**config.mk**
```make
export PLATFORM = sky130hd
export DESIGN_NAME = lift_scheduler_flat
export DESIGN_NICKNAME = d
export VERILOG_FILES = /design/src/rtl/lift_pkg.sv /design/src/rtl/lift_scheduler_if.sv /design/src/rtl/lift_timer.sv /design/src/rtl/lift_scheduler.sv /design/src/flat_wrapper.sv
export SDC_FILE = /design/constraint.sdc
export NUM_CORES = 1
export LEC_CHECK = 0
export CAP_MARGIN = 10
export CORE_UTILIZATION = 39
export CTS_BUF_LIST = sky130_fd_sc_hd__clkbuf_8
export DETAILED_ROUTE_END_ITERATION = 7
export PLACE_DENSITY = 0.63
export SYNTH_ARGS = -nofsm -noshare
export SYNTH_HDL_FRONTEND = slang
export SYNTH_SLANG_ARGS = --single-unit
```
**constraint.sdc**
```tcl
create_clock -name CLOCK_50 -period 5.74 [get_ports CLOCK_50]
set_input_delay 1.148 -clock CLOCK_50 [delete_from_list [all_inputs] [get_ports CLOCK_50]]
set_output_delay 1.148 -clock CLOCK_50 [all_outputs]
set_load 0.05 [all_outputs]
```
**src/rtl/lift_pkg.sv**
```systemverilog
// lift_pkg
//   Shared types for the lift scheduler: the FSM state enum, the movement
//   codes driven on the movement output and the travel direction type.
//   Imported by lift_scheduler_if, lift_timer and lift_scheduler.
package lift_pkg;

  typedef enum logic [1:0] {
    IDLE      = 2'd0,
    MOVE_UP   = 2'd1,
    MOVE_DOWN = 2'd2,
    DOOR_OPEN = 2'd3
  } state_t;

  // Encoding is visible on the movement port: 0 stopped, 1 up, 2 down.
  typedef enum logic [1:0] {
    STOP = 2'd0,
    UP   = 2'd1,
    DOWN = 2'd2
  } movement_t;

  typedef enum logic {
    DIR_UP   = 1'b0,
    DIR_DOWN = 1'b1
  } dir_t;

  localparam int TIMER_WIDTH = 32;

endpackage

```
**src/rtl/lift_scheduler_if.sv**
```systemverilog
// lift_scheduler_if
//   Groups the request input and status outputs of the lift scheduler.
//   Ports (signals):
//     req         NUM_FLOORS  floor requests, bit i = floor i
//     cur_floor   4           current floor, binary
//     movement    2           0 stopped, 1 up, 2 down
//     door_open   1           door open indicator
//     door_closed 1           always the inverse of door_open
//     pending     NUM_FLOORS  registered outstanding requests
//     busy        1           lift active or requests outstanding
//   Modports: master drives req (call panel side), slave is the scheduler.
interface lift_scheduler_if #(
  parameter int NUM_FLOORS = 9
);
  import lift_pkg::*;

  logic [NUM_FLOORS-1:0] req;
  logic [3:0]            cur_floor;
  logic [1:0]            movement;
  logic                  door_open;
  logic                  door_closed;
  logic [NUM_FLOORS-1:0] pending;
  logic                  busy;

  modport master (
    output req,
    input  cur_floor, movement, door_open, door_closed, pending, busy
  );

  modport slave (
    input  req,
    output cur_floor, movement, door_open, door_closed, pending, busy
  );

endinterface

```
**src/rtl/lift_timer.sv**
```systemverilog
// lift_timer
//   Loadable down-counter shared by the travel and door phases.
//   Ports:
//     clk, rst   clock and asynchronous active-high reset (count -> 0)
//     load       load load_val this cycle (wins over counting)
//     load_val   value to load; a load of N gives expiry N cycles later
//     expired    high during the last cycle of a loaded interval
module lift_timer
  import lift_pkg::*;
#(
  parameter int WIDTH = TIMER_WIDTH
) (
  input  logic             clk,
  input  logic             rst,
  input  logic             load,
  input  logic [WIDTH-1:0] load_val,
  output logic             expired
);

  logic [WIDTH-1:0] count;

  always_ff @(posedge clk or posedge rst) begin
    if (rst) begin
      count <= '0;
    end else if (load) begin
      count <= load_val;
    end else if (count != '0) begin
      count <= count - WIDTH'(1);
    end
  end

  // Expiry is flagged on the count of one so that the owner can act on the
  // same edge the interval ends, giving exactly load_val cycles per phase.
  assign expired = (count == WIDTH'(1));

endmodule

```
**src/rtl/lift_scheduler.sv**
```systemverilog
// lift_scheduler
//   SCAN-style single-car lift controller.
//   Ports:
//     CLOCK_50   system clock, rising edge
//     RESET      asynchronous active-high reset
//     door_hold  (only with LIFT_DOOR_HOLD_EN) keeps the door open
//     bus        lift_scheduler_if.slave: req in; cur_floor, movement,
//                door_open, door_closed, pending, busy out (all registered)
//   Optional feature macro: LIFT_DOOR_HOLD_EN adds the door_hold input.
module lift_scheduler
  import lift_pkg::*;
#(
  parameter int NUM_FLOORS    = 9,
  parameter int TRAVEL_CYCLES = 50_000_000,
  parameter int DOOR_CYCLES   = 150_000_000
) (
  input logic CLOCK_50,
  input logic RESET,
`ifdef LIFT_DOOR_HOLD_EN
  input logic door_hold,
`endif
  lift_scheduler_if.slave bus
);

  state_t                state, state_n;
  dir_t                  last_dir, dir_n;
  logic [3:0]            floor_q, floor_n;
  logic [NUM_FLOORS-1:0] pending_q, pending_n, eff;
  logic [NUM_FLOORS-1:0] here_m, above_m, below_m, up_next_m, dn_next_m;
  movement_t             movement_q;
  logic                  door_q, busy_q;
  logic                  tmr_load, tmr_expired;
  logic [TIMER_WIDTH-1:0] tmr_val;
  logic                  hit_here, hit_up_next, hit_dn_next;
  logic                  any_above, any_below, more_above, more_below;

  // Same-cycle requests take part in every decision.
  assign eff = pending_q | bus.req;

  // Floor masks relative to the current floor; the "next" masks look at the
  // floor being arrived at when a travel interval expires.
  always_comb begin
    here_m    = '0;
    above_m   = '0;
    below_m   = '0;
    up_next_m = '0;
    dn_next_m = '0;
    for (int i = 0; i < NUM_FLOORS; i++) begin
      here_m[i]    = (i == int'(floor_q));
      above_m[i]   = (i > int'(floor_q));
      below_m[i]   = (i < int'(floor_q));
      up_next_m[i] = (i == int'(floor_q) + 1);
      dn_next_m[i] = (i == int'(floor_q) - 1);
    end
  end

  assign hit_here    = |(eff & here_m);
  assign hit_up_next = |(eff & up_next_m);
  assign hit_dn_next = |(eff & dn_next_m);
  assign any_above   = |(eff & above_m);
  assign any_below   = |(eff & below_m);
  assign more_above  = |(eff & above_m & ~up_next_m);
  assign more_below  = |(eff & below_m & ~dn_next_m);

  // The served floor is dropped from pending for as long as the door is open.
  assign pending_n = (state == DOOR_OPEN) ? (eff & ~here_m) : eff;

  always_comb begin
    state_n  = state;
    dir_n    = last_dir;
    floor_n  = floor_q;
    tmr_load = 1'b0;
    tmr_val  = '0;
    case (state)
      IDLE: begin
        if (hit_here) begin
          state_n  = DOOR_OPEN;
          tmr_load = 1'b1;
          tmr_val  = TIMER_WIDTH'(DOOR_CYCLES);
        end else if (any_above && (last_dir == DIR_UP || !any_below)) begin
          state_n  = MOVE_UP;
          dir_n    = DIR_UP;
          tmr_load = 1'b1;
          tmr_val  = TIMER_WIDTH'(TRAVEL_CYCLES);
        end else if (any_below) begin
          state_n  = MOVE_DOWN;
          dir_n    = DIR_DOWN;
          tmr_load = 1'b1;
          tmr_val  = TIMER_WIDTH'(TRAVEL_CYCLES);
        end
      end
      MOVE_UP: begin
        if (tmr_expired) begin
          floor_n = floor_q + 4'd1;
          if (hit_up_next) begin
            state_n  = DOOR_OPEN;
            tmr_load = 1'b1;
            tmr_val  = TIMER_WIDTH'(DOOR_CYCLES);
          end else if (more_above) begin
            tmr_load = 1'b1;
            tmr_val  = TIMER_WIDTH'(TRAVEL_CYCLES);
          end else begin
            // Unreachable while requests only clear at the door; kept so the
            // car can never run past the top floor.
            state_n = IDLE;
          end
        end
      end
      MOVE_DOWN: begin
        if (tmr_expired) begin
          floor_n = floor_q - 4'd1;
          if (hit_dn_next) begin
            state_n  = DOOR_OPEN;
            tmr_load = 1'b1;
            tmr_val  = TIMER_WIDTH'(DOOR_CYCLES);
          end else if (more_below) begin
            tmr_load = 1'b1;
            tmr_val  = TIMER_WIDTH'(TRAVEL_CYCLES);
          end else begin
            state_n = IDLE;
          end
        end
      end
      DOOR_OPEN: begin
`ifdef LIFT_DOOR_HOLD_EN
        if (door_hold) begin
          tmr_load = 1'b1;
          tmr_val  = TIMER_WIDTH'(DOOR_CYCLES);
        end else if (tmr_expired) begin
          state_n = IDLE;
        end
`else
        if (tmr_expired) begin
          state_n = IDLE;
        end
`endif
      end
      default: state_n = IDLE;
    endcase
  end

  always_ff @(posedge CLOCK_50 or posedge RESET) begin
    if (RESET) begin
      state <= IDLE;
    end else begin
      state <= state_n;
    end
  end

  // Outputs are decoded from the next state so they line up with the state
  // register while staying free of any combinational path from req.
  always_ff @(posedge CLOCK_50 or posedge RESET) begin
    if (RESET) begin
      last_dir   <= DIR_UP;
      floor_q    <= 4'd0;
      pending_q  <= '0;
      movement_q <= STOP;
      door_q     <= 1'b0;
      busy_q     <= 1'b0;
    end else begin
      last_dir   <= dir_n;
      floor_q    <= floor_n;
      pending_q  <= pending_n;
      movement_q <= (state_n == MOVE_UP)   ? UP :
                    (state_n == MOVE_DOWN) ? DOWN : STOP;
      door_q     <= (state_n == DOOR_OPEN);
      busy_q     <= (state_n != IDLE) || (pending_n != '0);
    end
  end

  lift_timer #(
    .WIDTH(TIMER_WIDTH)
  ) u_timer (
    .clk     (CLOCK_50),
    .rst     (RESET),
    .load    (tmr_load),
    .load_val(tmr_val),
    .expired (tmr_expired)
  );

  assign bus.cur_floor   = floor_q;
  assign bus.movement    = movement_q;
  assign bus.door_open   = door_q;
  assign bus.door_closed = ~door_q;
  assign bus.pending     = pending_q;
  assign bus.busy        = busy_q;

endmodule

```
**src/flat_wrapper.sv**
```systemverilog
// flat-port wrapper written by rule: the top's interface ports become plain ports
module lift_scheduler_flat import lift_pkg::*;
#(
  parameter int NUM_FLOORS    = 9,
  parameter int TRAVEL_CYCLES = 50_000_000,
  parameter int DOOR_CYCLES   = 150_000_000
)
  (CLOCK_50, RESET, bus_req, bus_cur_floor, bus_movement, bus_door_open, bus_door_closed, bus_pending, bus_busy);
  lift_scheduler_if #(.NUM_FLOORS(NUM_FLOORS)) bus_i ();
  input logic CLOCK_50;
  input logic RESET;
  input wire logic [$bits(bus_i.req)-1:0] bus_req;
  output wire logic [$bits(bus_i.cur_floor)-1:0] bus_cur_floor;
  output wire logic [$bits(bus_i.movement)-1:0] bus_movement;
  output wire logic [$bits(bus_i.door_open)-1:0] bus_door_open;
  output wire logic [$bits(bus_i.door_closed)-1:0] bus_door_closed;
  output wire logic [$bits(bus_i.pending)-1:0] bus_pending;
  output wire logic [$bits(bus_i.busy)-1:0] bus_busy;
  assign bus_i.req = bus_req;
  assign bus_cur_floor = bus_i.cur_floor;
  assign bus_movement = bus_i.movement;
  assign bus_door_open = bus_i.door_open;
  assign bus_door_closed = bus_i.door_closed;
  assign bus_pending = bus_i.pending;
  assign bus_busy = bus_i.busy;
  lift_scheduler #(.NUM_FLOORS(NUM_FLOORS), .TRAVEL_CYCLES(TRAVEL_CYCLES), .DOOR_CYCLES(DOOR_CYCLES)) u_core (.CLOCK_50(CLOCK_50), .RESET(RESET), .bus(bus_i));
endmodule
```
==> metrics.md <==
| Metric | Value |
|---|---|
| First-pass GRT wire length | 14.7 mm |
| Num ports | 29 |
| Post-synthesis adder-cell area fraction | 3.80% |
| Total CTS buffers | 5 |
| Area leader, netlist | dfrtp_1 |
| Syn nets | between 400 and 500 |
| Worst-path clk slew | ~0.10 ns |
| DRC violations left | 0 |
| Fin util | between 40 and 50% |
| Clk_lat worst skew | between 0.3 and 0.4 ns |
| Top post-synthesis cells by area | dfrtp_1, nor2_1, mux2i_1 |
| CTS max path bufs | 2 |
| Number of global-route vias before repair | about 3000 |
| Synth async-reset ratio | 100% |
| Final WS setup | 1.77 ns |
| Primary FF master, synth | dfrtp_1 |
| Synth Register Bits | 52 |
| Die area | just over 9000 um^2 |
| Place WS | 1.43 ns |
| Final TNS setup | 0 ns |
| Largest family of logic cells by synthesized area | simple AND/OR/NAND/NOR gates |
| Post-Synth Simple-Gate Area | 23.2% |
| Avg Cell Area, Syn | around 8.8 um^2 |
| Via/cell ratio | 5.86 |
| Core region area | 8680 um^2 |
| Mux contribution to synthesized area | 4.59% |
| Antenna Violating Nets Remaining | 0 |
| WS Path Type | in -> reg |
| Sink Count | 52 |
| Placed Instances | approximately 520 |
| CTS tree | yes |
| Final min period | 3.97 ns |
| Final Setup Violations | 0 |
| CP Capture Type | flop |
| Rel. slew slack | about two fifths |
| Postcts setup bufs | 0 |
| Worst vdd ir | 0.133 mV |
| Largest net degree at the start of global routing | 53 |
| Synth Instances | between 300 and 400 |
| Slowest stage cell, crit path | a2111oi_0 |
| First DRT Iteration DRCs | roughly 190 |
| CTS Hold Buffers Added | 0 |
| Final worst-path cycle share | just under 70% |
| Fraction of layout cells with a size suffix above 1 | under 10% |
| CP max stage delay | ~0.8 ns |
| Std-Cell Rows | 34 |
| Fin cells | ~530 |
| I/O Buffers | 28 |
| Worst Skew | approximately 0.011 ns |
| Worst EP required | roughly 6 ns |
| Root Driver | clkbuf_8 |
| Sequential-to-total area share from yosys stat | between 30% and 40% |
| H-tree levels | 2 |
| Worst-Margin Slew | around 0.9 ns |
| Leak | 0.00153 uW |
| CP most frequent cell | o211ai_1 |
| Post-CTS sizing | 0 |
| PD cells | approximately 190 nW/um^2 |
| RSZ-0062 raised after global routing | no |
| WL per Instance | between 15 and 20 um |
| Final hold violation count | 0 |
| Inserted Diodes | 0 |
| Maxcap violations | 0 |
| Hpwl dp | approximately 6.3 mm |
| Die X | just under 100 um |
| Initial Util | a little over 40% |
| Yosys cell types | 59 |
| Post-synth EDFFs | 0 |
| Status | finished clean |
| Via count | approximately 3100 |
| RePlAce Congestion | between 0.9 and 1 |
| Nets@finish | 441 |
| Chip Height | 96.6 um |
| Area fraction in compound gates after synthesis | around a fifth |
| Synth Cell Area | between 3000 and 4000 um^2 |
| CP max FO | 5 |
| Area grow syn2layout | 13.9% |
| Initial DRT Pass Iterations | 6 |
| CP Launch Type | input port |
| Final WL | slightly below 9 mm |
| CP arrival | around 4.2 ns |
| Fin. max-slew vios | 0 |
| Yosys warns | 0 |
| Top cell type's share of synthesized area | between 30% and 40% |
| Initial antenna violation count | 0 |
| GR Overflow Total | 0 |
| Worst hold path type | reg -> reg |
| Post-Synth XOR/XNOR Area | between 8 and 9% |
| Total Routing Usage GR | about a fifth |
| Fmax achieved | between 200 and 300 MHz |
| CP Cell Sequence | clkdlybuf4s50_1 > o21ai_0 > o211ai_1 > and3_1 > a2111oi_0 > o221ai_1 > o22ai_1 > o211ai_1 |
## layout by cell type (no fill, tap or decap), types with 4 or more instances in the layout
| cell | netlist | routed |
|---|---|---|
| a211oi_1 | 5 | 5 |
| a21oi_1 | 13 | 13 |
| a31oi_1 | 8 | 8 |
| and3_1 | 7 | 7 |
| clkbuf_8 | 0 | 5 |
| clkdlybuf4s50_1 | 0 | 28 |
| dfrtp_1 | 52 | 52 |
| ha_1 | 9 | 9 |
| inv_1 | 13 | 12 |
| mux2i_1 | 16 | 16 |
| nand2_1 | 37 | 37 |
| nand3_1 | 7 | 7 |
| nor2_1 | 54 | 54 |
| nor3_1 | 13 | 13 |
| nor4_1 | 13 | 13 |
| o211ai_1 | 5 | 5 |
| o21ai_0 | 17 | 17 |
| o21bai_1 | 4 | 4 |
| o22ai_1 | 5 | 5 |
| or2_2 | 6 | 6 |
| xnor2_1 | 14 | 14 |
| xor2_1 | 18 | 18 |
## per-layer routing
metal	vias to the layer above	part of all wire (%)	routed length [um]	GRT usage [%]
met1	1483	46	4050	26.5
met4	0	1.3	112	5.17
met2	102	48	4170	30.5
li1	1498	-	-	-
met3	15	5.0	439	3.76
met5	-	0	0	0
## cells by family (layout without fill, tap and decap cells)
logic type,after synthesis,after routing
simple gates,163,163
compound gates,95,95
flops,52,52
xor+xnor,32,32
buf+inv,28,53
mux,16,16
fa+ha+maj,10,10
## sequential cells by signal, summed over array words and instances (netlist names)
| name | count |
|---|---|
| u_core.bus.pending | 9 |
| u_core.bus.door_open | 1 |
| u_core.last_dir | 1 |
| u_core.state | 2 |
| u_core.bus.busy | 1 |
| u_core.bus.cur_floor | 4 |
| u_core.u_timer.count | 32 |
| u_core.bus.movement | 2 |
## power breakdown
group          total [uW]  leakage (uW)  switching, uW  internal, uW
combinational        89.4      0.000888           45.7          43.8
sequential            439      0.000590           38.4           400
clock                 226     0.0000485            138          87.9
total                 754       0.00153            222           532
## cell usage after synthesis (all sizes together) (9+ instances only)
cell type and number:
xor2 18, mux2i 16, a21oi 13, dfrtp 52
ha 9, xnor2 14, clkbuf 10, nor4 14
o21ai 17, nor3 13, nand2 37, inv 13
nor2 54
## path summary, 6_finish.rpt
kind | slack (ns) | start | depth (start not counted) | end
setup / recovery | 1.77 | bus_req[8] | 8 | u_core.bus.busy
hold / removal | 0.54 | u_core.u_timer.count[28] | 2 | u_core.u_timer.count[28]
setup reg to reg | 2.42 | u_core.bus.cur_floor[0] | 8 | u_core.u_timer.count[19]
hold reg to reg | 0.54 | u_core.u_timer.count[28] | 2 | u_core.u_timer.count[28]
max in group asynchronous | 4.11 | RESET | 3 | u_core.u_timer.count[27]
min in group asynchronous | 1.12 | RESET | 2 | u_core.bus.pending[6]
## stage by stage
| step | total power [uW] | cell area [um^2] | hold WS [ns] |
|---|---|---|---|
| after floorplan | 504 | 3490 | 0.497 |
| after global placement | 532 | 3850 | 0.525 |
| after detailed placement | 533 | 3850 | 0.524 |
| after CTS | 757 | 3940 | 0.549 |
| after global routing | 794 | 3980 | 0.590 |
| final | 754 | 3980 | 0.544 |
## worst max-delay path: cells and delay by family
family	cells	cell delay, ns
AOI/OAI and AO/OA	6	2.32
buffers and inverters	1	0.46
and+or+nand+nor	1	0.21
## area by class of cell
| class | count | area [um^2] |
|---|---|---|
| clock buffer | 5 | 68.8 |
| clock inverter | 3 | 22.5 |
| fill | 884 | 4700 |
| inverter | 13 | 48.8 |
| multi-input combinational | 316 | 2070 |
| sequential | 52 | 1300 |
| tap | 108 | 135 |
| timing repair buffer | 32 | 328 |
Power figures use the tool's default switching activity.
